$ cat src/rtl/mult_pipe_if.sv
// mult_pipe_if: bundles the execute->mult1 operand bus, the decode source
// addresses with the hazard flag, and the write-back port of mult_pipe.
// slave = the multiplier, master = whoever drives operands and reads results.
interface mult_pipe_if;
  logic [31:0] mult1_rs1_data_i;
  logic [31:0] mult1_rs2_data_i;
  logic [4:0]  mult1_write_addr_i;
  logic        mult1_int_write_enable_i;
  logic [31:0] mult1_instruction_i;
  logic [31:0] mult1_pc_i;

  logic [4:0]  dec_rs1_addr_i;
  logic [4:0]  dec_rs2_addr_i;
  logic        mult_hazard_o;

  logic [31:0] wb_int_write_data_o;
  logic [4:0]  wb_write_addr_o;
  logic        wb_int_write_enable_o;
  logic [31:0] wb_instruction_o;
  logic [31:0] wb_pc_o;

  modport slave (
    input  mult1_rs1_data_i, mult1_rs2_data_i, mult1_write_addr_i,
           mult1_int_write_enable_i, mult1_instruction_i, mult1_pc_i,
           dec_rs1_addr_i, dec_rs2_addr_i,
    output mult_hazard_o,
           wb_int_write_data_o, wb_write_addr_o, wb_int_write_enable_o,
           wb_instruction_o, wb_pc_o
  );

  modport master (
    output mult1_rs1_data_i, mult1_rs2_data_i, mult1_write_addr_i,
           mult1_int_write_enable_i, mult1_instruction_i, mult1_pc_i,
           dec_rs1_addr_i, dec_rs2_addr_i,
    input  mult_hazard_o,
           wb_int_write_data_o, wb_write_addr_o, wb_int_write_enable_o,
           wb_instruction_o, wb_pc_o
  );
endinterface

$ cat src/rtl/mult_pipe.sv
// mult_pipe: 4-stage RV32M multiplier (S1 extend, S2 partial products,
// S3 sum, S4 select) with global stall, flush and a RAW hazard flag over
// S1..S3. Optional feature macro: MULT_HIGH_EN enables MULH/MULHSU/MULHU;
// without it operands are unsigned and only the low word is produced.
module mult_pipe (
  input logic        clk_i,
  input logic        rsn_i,
  input logic        stall_i,
  input logic        flush_i,
  mult_pipe_if.slave bus
);
  localparam int STAGES = 4;

  typedef struct packed {
    logic [4:0]  addr;
    logic [31:0] instr;
    logic [31:0] pc;
  } ctl_t;

  logic [STAGES:1] vld_pipe;
  ctl_t [STAGES:1] ctl_q;
  ctl_t            ctl_in;
  logic            adv;
  logic [31:0]     res_q;
  logic            hazard;

  // Flush forces the stages to move even under stall; valid is cleared anyway.
  assign adv    = flush_i | ~stall_i;
  assign ctl_in = '{addr: bus.mult1_write_addr_i,
                    instr: bus.mult1_instruction_i,
                    pc: bus.mult1_pc_i};

`ifdef MULT_HIGH_EN
  logic [2:0]         f3_in, f3_s3;
  logic               rs1_sgn, rs2_sgn;
  logic signed [32:0] a_q, b_q;
  logic [31:0]        pp_ll_q;
  logic signed [33:0] pp_lh_q, pp_hl_q, pp_hh_q;
  logic signed [33:0] al_x, ah_x, bl_x, bh_x;
  logic [63:0]        prod_q, prod_sum;

  assign f3_in   = bus.mult1_instruction_i[14:12];
  assign f3_s3   = ctl_q[3].instr[14:12];
  assign rs1_sgn = (f3_in == 3'b001) || (f3_in == 3'b010);
  assign rs2_sgn = (f3_in == 3'b001);

  // Split 33-bit operands into an unsigned low half and a signed high 17 bits,
  // widened so every partial product is computed at its full signed width.
  assign al_x = {18'b0, a_q[15:0]};
  assign bl_x = {18'b0, b_q[15:0]};
  assign ah_x = {{17{a_q[32]}}, a_q[32:16]};
  assign bh_x = {{17{b_q[32]}}, b_q[32:16]};

  // Bits above 63 of the true 66-bit sum never reach the result, so the sum
  // is carried modulo 2^64.
  assign prod_sum = {32'b0, pp_ll_q}
                  + ({{30{pp_lh_q[33]}}, pp_lh_q} << 16)
                  + ({{30{pp_hl_q[33]}}, pp_hl_q} << 16)
                  + ({{30{pp_hh_q[33]}}, pp_hh_q} << 32);

  // Datapath stages S1..S4, advancing together with the control fields.
  always_ff @(posedge clk_i or posedge rsn_i) begin
    if (rsn_i) begin
      a_q     <= '0;
      b_q     <= '0;
      pp_ll_q <= '0;
      pp_lh_q <= '0;
      pp_hl_q <= '0;
      pp_hh_q <= '0;
      prod_q  <= '0;
      res_q   <= '0;
    end else if (adv) begin
      a_q     <= {rs1_sgn & bus.mult1_rs1_data_i[31], bus.mult1_rs1_data_i};
      b_q     <= {rs2_sgn & bus.mult1_rs2_data_i[31], bus.mult1_rs2_data_i};
      pp_ll_q <= {16'b0, a_q[15:0]} * {16'b0, b_q[15:0]};
      pp_lh_q <= al_x * bh_x;
      pp_hl_q <= ah_x * bl_x;
      pp_hh_q <= ah_x * bh_x;
      prod_q  <= prod_sum;
      case (f3_s3)
        3'b001, 3'b010, 3'b011: res_q <= prod_q[63:32];
        default:                res_q <= prod_q[31:0];
      endcase
    end
  end
`else
  logic [31:0] a_q, b_q;
  logic [31:0] pp_ll_q;
  logic [15:0] pp_lh_q, pp_hl_q;
  logic [31:0] prod_q;

  // Low-word-only datapath: the cross terms only matter in their low 16 bits
  // and the high x high term never touches bits [31:0].
  always_ff @(posedge clk_i or posedge rsn_i) begin
    if (rsn_i) begin
      a_q     <= '0;
      b_q     <= '0;
      pp_ll_q <= '0;
      pp_lh_q <= '0;
      pp_hl_q <= '0;
      prod_q  <= '0;
      res_q   <= '0;
    end else if (adv) begin
      a_q     <= bus.mult1_rs1_data_i;
      b_q     <= bus.mult1_rs2_data_i;
      pp_ll_q <= {16'b0, a_q[15:0]} * {16'b0, b_q[15:0]};
      pp_lh_q <= a_q[15:0] * b_q[31:16];
      pp_hl_q <= a_q[31:16] * b_q[15:0];
      prod_q  <= pp_ll_q + {pp_lh_q + pp_hl_q, 16'b0};
      res_q   <= prod_q;
    end
  end
`endif

  // Valid shift register: flush clears every stage, stall holds it.
  always_ff @(posedge clk_i or posedge rsn_i) begin
    if (rsn_i)         vld_pipe <= '0;
    else if (flush_i)  vld_pipe <= '0;
    else if (!stall_i) vld_pipe <= {vld_pipe[STAGES-1:1], bus.mult1_int_write_enable_i};
  end

  // Control fields ride alongside the datapath; they may load during a flush.
  always_ff @(posedge clk_i or posedge rsn_i) begin
    if (rsn_i)    ctl_q <= '0;
    else if (adv) ctl_q <= {ctl_q[STAGES-1:1], ctl_in};
  end

  // RAW hazard against S1..S3; S4 is covered by write-back forwarding.
  always_comb begin
    hazard = 1'b0;
    for (int s = 1; s < STAGES; s++)
      if (vld_pipe[s] && (ctl_q[s].addr != 5'd0) &&
          ((ctl_q[s].addr == bus.dec_rs1_addr_i) ||
           (ctl_q[s].addr == bus.dec_rs2_addr_i)))
        hazard = 1'b1;
  end

  assign bus.mult_hazard_o         = hazard;
  assign bus.wb_int_write_enable_o = vld_pipe[STAGES];
  assign bus.wb_write_addr_o       = ctl_q[STAGES].addr;
  assign bus.wb_instruction_o      = ctl_q[STAGES].instr;
  assign bus.wb_pc_o               = ctl_q[STAGES].pc;
  assign bus.wb_int_write_data_o   = res_q;
endmodule

$ cat src/flat_wrapper.sv
// flat-port wrapper written by rule: the top's interface ports become plain ports
module mult_pipe_flat 
  (clk_i, rsn_i, stall_i, flush_i, bus_mult1_rs1_data_i, bus_mult1_rs2_data_i, bus_mult1_write_addr_i, bus_mult1_int_write_enable_i, bus_mult1_instruction_i, bus_mult1_pc_i, bus_dec_rs1_addr_i, bus_dec_rs2_addr_i, bus_mult_hazard_o, bus_wb_int_write_data_o, bus_wb_write_addr_o, bus_wb_int_write_enable_o, bus_wb_instruction_o, bus_wb_pc_o);
  mult_pipe_if bus_i ();
  input logic clk_i;
  input logic rsn_i;
  input logic stall_i;
  input logic flush_i;
  input wire logic [$bits(bus_i.mult1_rs1_data_i)-1:0] bus_mult1_rs1_data_i;
  input wire logic [$bits(bus_i.mult1_rs2_data_i)-1:0] bus_mult1_rs2_data_i;
  input wire logic [$bits(bus_i.mult1_write_addr_i)-1:0] bus_mult1_write_addr_i;
  input wire logic [$bits(bus_i.mult1_int_write_enable_i)-1:0] bus_mult1_int_write_enable_i;
  input wire logic [$bits(bus_i.mult1_instruction_i)-1:0] bus_mult1_instruction_i;
  input wire logic [$bits(bus_i.mult1_pc_i)-1:0] bus_mult1_pc_i;
  input wire logic [$bits(bus_i.dec_rs1_addr_i)-1:0] bus_dec_rs1_addr_i;
  input wire logic [$bits(bus_i.dec_rs2_addr_i)-1:0] bus_dec_rs2_addr_i;
  output wire logic [$bits(bus_i.mult_hazard_o)-1:0] bus_mult_hazard_o;
  output wire logic [$bits(bus_i.wb_int_write_data_o)-1:0] bus_wb_int_write_data_o;
  output wire logic [$bits(bus_i.wb_write_addr_o)-1:0] bus_wb_write_addr_o;
  output wire logic [$bits(bus_i.wb_int_write_enable_o)-1:0] bus_wb_int_write_enable_o;
  output wire logic [$bits(bus_i.wb_instruction_o)-1:0] bus_wb_instruction_o;
  output wire logic [$bits(bus_i.wb_pc_o)-1:0] bus_wb_pc_o;
  assign bus_i.mult1_rs1_data_i = bus_mult1_rs1_data_i;
  assign bus_i.mult1_rs2_data_i = bus_mult1_rs2_data_i;
  assign bus_i.mult1_write_addr_i = bus_mult1_write_addr_i;
  assign bus_i.mult1_int_write_enable_i = bus_mult1_int_write_enable_i;
  assign bus_i.mult1_instruction_i = bus_mult1_instruction_i;
  assign bus_i.mult1_pc_i = bus_mult1_pc_i;
  assign bus_i.dec_rs1_addr_i = bus_dec_rs1_addr_i;
  assign bus_i.dec_rs2_addr_i = bus_dec_rs2_addr_i;
  assign bus_mult_hazard_o = bus_i.mult_hazard_o;
  assign bus_wb_int_write_data_o = bus_i.wb_int_write_data_o;
  assign bus_wb_write_addr_o = bus_i.wb_write_addr_o;
  assign bus_wb_int_write_enable_o = bus_i.wb_int_write_enable_o;
  assign bus_wb_instruction_o = bus_i.wb_instruction_o;
  assign bus_wb_pc_o = bus_i.wb_pc_o;
  mult_pipe u_core (.clk_i(clk_i), .rsn_i(rsn_i), .stall_i(stall_i), .flush_i(flush_i), .bus(bus_i));
endmodule
$ cat config.mk
export PLATFORM = sky130hd
export DESIGN_NAME = mult_pipe_flat
export DESIGN_NICKNAME = d
export VERILOG_FILES = /design/src/rtl/mult_pipe_if.sv /design/src/rtl/mult_pipe.sv /design/src/flat_wrapper.sv
export SDC_FILE = /design/constraint.sdc
export NUM_CORES = 2
export LEC_CHECK = 0
export ABC_AREA = 1
export CORE_AREA = 2 2 357 359
export DETAILED_ROUTE_END_ITERATION = 10
export DIE_AREA = 0 0 359 361
export MAX_ROUTING_LAYER = met4
export PLACE_DENSITY = 0.5
export SLEW_MARGIN = 10
export SYNTH_ARGS = -nofsm -noshare
export SYNTH_HDL_FRONTEND = slang
export SYNTH_SLANG_ARGS = --single-unit
$ cat constraint.sdc
create_clock -name clk_i -period 20.5 [get_ports clk_i]
set_input_delay 4.1 -clock clk_i [delete_from_list [all_inputs] [get_ports clk_i]]
set_output_delay 4.1 -clock clk_i [all_outputs]
set_load 0.01 [all_outputs]
* Yosys cells after proc, flatten, opt, wreduce, memory -nomap -nowiden
Cells that the tools add are included.
Cells by class: multipliers 3, reductions and logical operators 12, $add $sub $neg 2, equal/unequal tests 7, bitwise operators 2, mux-type cells 5
Operator list (number):
- 32-bit adder | 1
- 16-bit by 16-bit multiplier with 16-bit output | 2
- 16-bit by 16-bit multiplier with 32-bit output | 1
- 5-bit == test | 6
- 16-bit adder | 1
- 5-bit nonzero test | 3
- 4-bit two-way mux | 2
- 1-bit logical AND | 6
- 1-bit logical OR | 3
- 1-bit two-way mux | 3
- 2-bit by 1-bit != test with 1-bit output (second input constant) | 1
- 1-bit inverter | 1
- 1-bit bitwise OR | 1
Storage, ports and cells: flip-flop bits (word level) 472, input port bits 148

* Depth between registers and ports, before layout
depth after elaboration 6, mapped depth 29

* Worst setup path before layout
Ideal clock, no wire load.
path kind input to output, start point input port bus_dec_rs1_addr_i[4], end point output port bus_mult_hazard_o, required time 16.400 ns, stages 4, data arrival time 4.864 ns, slack 11.536 ns, path through xor2_1 o41ai_1 o311ai_0 nand3_1
Between the ends: longest elaborated chain between the ends 6, elaborated cells on any way between the ends 12, those cells by class eq/ne: 3; mux: 3; reduce/logical: 6
RTL lines:
- start: declaration | line flat_wrapper.sv:15 | input wire logic [$bits(bus_i.dec_rs1_addr_i)-1:0] bus_dec_rs1_addr_i;
- 5-bit == test | line mult_pipe.sv:133 | ((ctl_q[s].addr == bus.dec_rs1_addr_i) ||
- 1-bit logical OR | line mult_pipe.sv:133
- 1-bit logical AND | line mult_pipe.sv:132 | if (vld_pipe[s] && (ctl_q[s].addr != 5'd0) &&
- 1-bit two-way mux (2 in series) | line mult_pipe.sv:132
- 1-bit two-way mux (*) | line mult_pipe.sv:132
- end: declaration | line flat_wrapper.sv:17 | output wire logic [$bits(bus_i.mult_hazard_o)-1:0] bus_mult_hazard_o;
Mark *: on every way between the ends. The rest lies on a longest branch, timed or not.

* Worst setup path in the final report
start point input port bus_dec_rs2_addr_i[2], end point output port bus_mult_hazard_o
Between the ends: longest elaborated chain between the ends 6, elaborated cells on any way between the ends 12, those cells by class eq/ne: 3; mux: 3; reduce/logical: 6
RTL lines:
- start: declaration | line flat_wrapper.sv:16 | input wire logic [$bits(bus_i.dec_rs2_addr_i)-1:0] bus_dec_rs2_addr_i;
- 5-bit == test | line mult_pipe.sv:134 | (ctl_q[s].addr == bus.dec_rs2_addr_i)))
- 1-bit logical OR | line mult_pipe.sv:133
- 1-bit logical AND | line mult_pipe.sv:132
- 1-bit two-way mux (2 in series) | line mult_pipe.sv:132
- 1-bit two-way mux (*) | line mult_pipe.sv:132
Marked as above.

==> flow_metrics.py <==
metrics = {
    "outcome": {
        "status": "finished, final reports clean",
    },
    "yosys": {
        "synth_fp_nets": 5532,
        "yosys_warnings": 0,
        "ys_seq_elements": 472,
        "netlist_instances": 4796,
        "seq_area_frac_synth": 0.316,
        "synth.largest_area_cell": "dfrtp_1",
        "yosys.area.top_type_share": 0.316,
        "synthDistinctLibCells": 53,
        "synth_area_leaders": "dfrtp_1, nand2_1, fa_1",
        "syn_area_um2": 37400,
        "avgSynthCellArea_um2": 7.80,
    },
    "final_layout": {
        "nets": 5597,
        "mostFrequentLayoutCells": "nand2_1, inv_1, dfrtp_1",
        "fillers": 13299,
        "layout_commonest_cell": "nand2_1",
        "area_delta_synth_final_pct": 14.8,
        "num_antenna_cells": 0,
        "layout-drive-gt1-share": 0.0361,
    },
    "clock_tree": {
        "cts_tree": "done",
        "clk_latency_ps": 660,
        "ctsResizeCount": 0,
        "numCtsBuffers": 57,
        "numClockSinks": 472,
        "cts_root_buf": "clkbuf_16",
        "postCtsHoldBufs": 0,
        "cts-htree-levels": 2,
        "clockBufferDepth": 3,
        "clk_pin_slew_ps": 60,
        "post_cts_buffers": 0,
    },
    "sta": {
        "tightest_slew_ps": 1080,
        "hold_viol": 0,
        "fin_skew_ps": 54.8,
        "final_max_slew_viol_count": 0,
        "setup_viol": 0,
        "slew_headroom": 0.283,
        "fin_crit_ps": 10250,
        "holdWs_ps": 423,
        "fmax_mhz": 97.6,
        "grt_setup_unrepaired": "no",
        "finalSetupTns_ps": 0,
        "min_period_over_period": 0.500,
    },
    "worst_setup_path": {
        "path_class": "in2out",
        "worstSetupEndpointType": "output pin",
        "critPathRequiredTime_ps": 16400,
        "critical_path_arrival_ps": 6150,
        "start_kind": "input port",
        "cp_max_fo": 4,
    },
    "pwr": {
        "comb_power_share": 0.681,
        "netSwitchingPower_w": 0.00383,
        "peakVddDrop_uv": 195,
        "powerDensity_nw_per_um2": 174,
        "power_frac_clock": 0.143,
        "power_w": 0.00747,
        "leakage_nw": 23.8,
        "switching_share": 0.512,
        "p_int_w": 0.00364,
        "pwr-share-seq": 0.176,
    },
    "floorplan": {
        "die_area_um2": 130000,
        "io_pins": 251,
        "core_area_um2": 125000,
        "floorplan.initialDensity": 0.298,
        "row_count": 130,
        "dieWidth_um": 359,
        "die_h_um": 361,
    },
    "route": {
        "drtPass1Iterations": 5,
        "ant_nets": 0,
        "drt_iter0_drc": 2127,
        "route.detailed.drc": 0,
        "routed-via-count": 28725,
        "wl_um": 101000,
        "vias_per_cell": 4.38,
        "wl_per_cell_um": 15.4,
    },
    "global_routing": {
        "track_usage": 0.163,
        "grt_pass1_vias": 28818,
        "antenna_found_initial": 1,
        "grt-ovfl-total": 0,
        "grt_max_degree": 178,
        "grt_first_pass_wirelength_um": 164000,
    },
    "min_path": {
        "min_path_type": "reg2reg",
    },
    "placed_design": {
        "numPortBuffers": 250,
        "dpl.hpwl_um": 72400,
        "gp_congestion": 0.856,
    },
    "flow_run": {
        "max_cap_viol_count": 0,
    },
}
==> through the flow <==
stage               setup slack, ps  utilization  area, um^2  std cells
finish                        10250        0.342       42900       6553
global route                  10100        0.342       42900       6553
CTS                           10250        0.342       42900       6553
detailed placement            10230        0.326       40900       6452
global placement              10240        0.326       40900       6452
floorplan                      3230            -       37400       4796
==> kinds of logic (layout without fill, tap and decap cells) <==
family                   Yosys count  in the layout  share of synthesized area
AO/OA/AOI/OAI                    261            261                     0.0402
XOR/XNOR                          66             66                     0.0155
adder cells (fa/ha/maj)          588            588                      0.268
buffers and inverters           1138           1245                      0.124
flip-flops                       472            472                      0.316
AND/OR/NAND/NOR                 2271           2271                      0.237
==> sequential cells by signal (all words and copies together), names as in the netlist <==
register / flops
u_core.bus.wb_write_addr_o: 5
u_core.ctl_q: 207
u_core.a_q: 32
u_core.bus.wb_pc_o: 32
u_core.pp_ll_q: 32
u_core.vld_pipe: 4
u_core.pp_hl_q: 16
u_core.b_q: 32
u_core.bus.wb_instruction_o: 32
u_core.pp_lh_q: 16
u_core.prod_q: 32
u_core.bus.wb_int_write_data_o: 32
==> final cells by class <==
class	instances	area [um^2]	share of cell area
Clock buffer	79	1650	0.0384
Clock inverter	22	355	0.00828
Inverter	855	3220	0.0751
Multi-Input combinational cell	3186	21000	0.489
Sequential cell	472	11800	0.275
Tap cell	1650	2060	0.0481
Timing Repair Buffer	289	2850	0.0663
==> path summary, 6_finish.rpt <==
path,from,depth (start not counted),endpoint,slack [ps]
max in group asynchronous,rsn_i,5,u_core.ctl_q[168],13590
worst min register to register,u_core.ctl_q[169],2,u_core.bus.wb_pc_o[31],420
worst max register to register,u_core.b_q[5],23,u_core.pp_ll_q[23],14100
worst min-delay path,u_core.ctl_q[169],2,u_core.bus.wb_pc_o[31],420
min in group asynchronous,rsn_i,2,u_core.bus.wb_int_write_data_o[25],4000
worst max-delay path,bus_dec_rs2_addr_i[2],9,bus_mult_hazard_o,10250
==> layer usage <==
layer | track usage | vias up | wire length, um
li1 | - | 14251 | -
met1 | 0.234 | 13831 | 50900
met2 | 0.246 | 550 | 44600
met3 | 0.0182 | 93 | 3730
met4 | 0.0362 | 0 | 1970
met5 | - | - | 0
==> cell usage after synthesis (all sizes together) <==
library cell	n
a21boi	2
clkbuf	138
buf	145
xor2	48
a31o	3
a21o	2
o311ai	2
or2	14
a221oi	1
o211ai	2
o221ai	1
nor2	65
xnor2	18
nand3	100
o31ai	8
o2111ai	4
a31oi	18
nand2	2041
o21bai	6
ha	232
o22ai	1
dfrtp	472
inv	855
nor3	21
nor4	3
nand4	17
o211a	2
nand3b	10
a21oi	82
o41ai	2
fa	356
o31a	2
a211oi	1
o21a	3
o21ai	119
==> critical path, cell delays in order <==
cell and delay, ps:
clkdlybuf4s50_1 530, inv_1 170, nor2_1 60, nor3_1 200, nand3_1 110, o41ai_1 80
o311ai_0 210, nand3_1 140, clkdlybuf4s50_1 540
==> power by group through the flow <==
stage | Combinational (W) | Clock, W | Sequential (W)
after floorplan | 0.00362 | 0 | 0.00127
after CTS | 0.00511 | 0.00111 | 0.00132
after global placement | 0.00505 | 0 | 0.00133
final | 0.00509 | 0.00107 | 0.00131
after detailed placement | 0.00507 | 0 | 0.00133
after global routing | 0.00581 | 0.00115 | 0.00134
(Power assumes the default switching activity.)
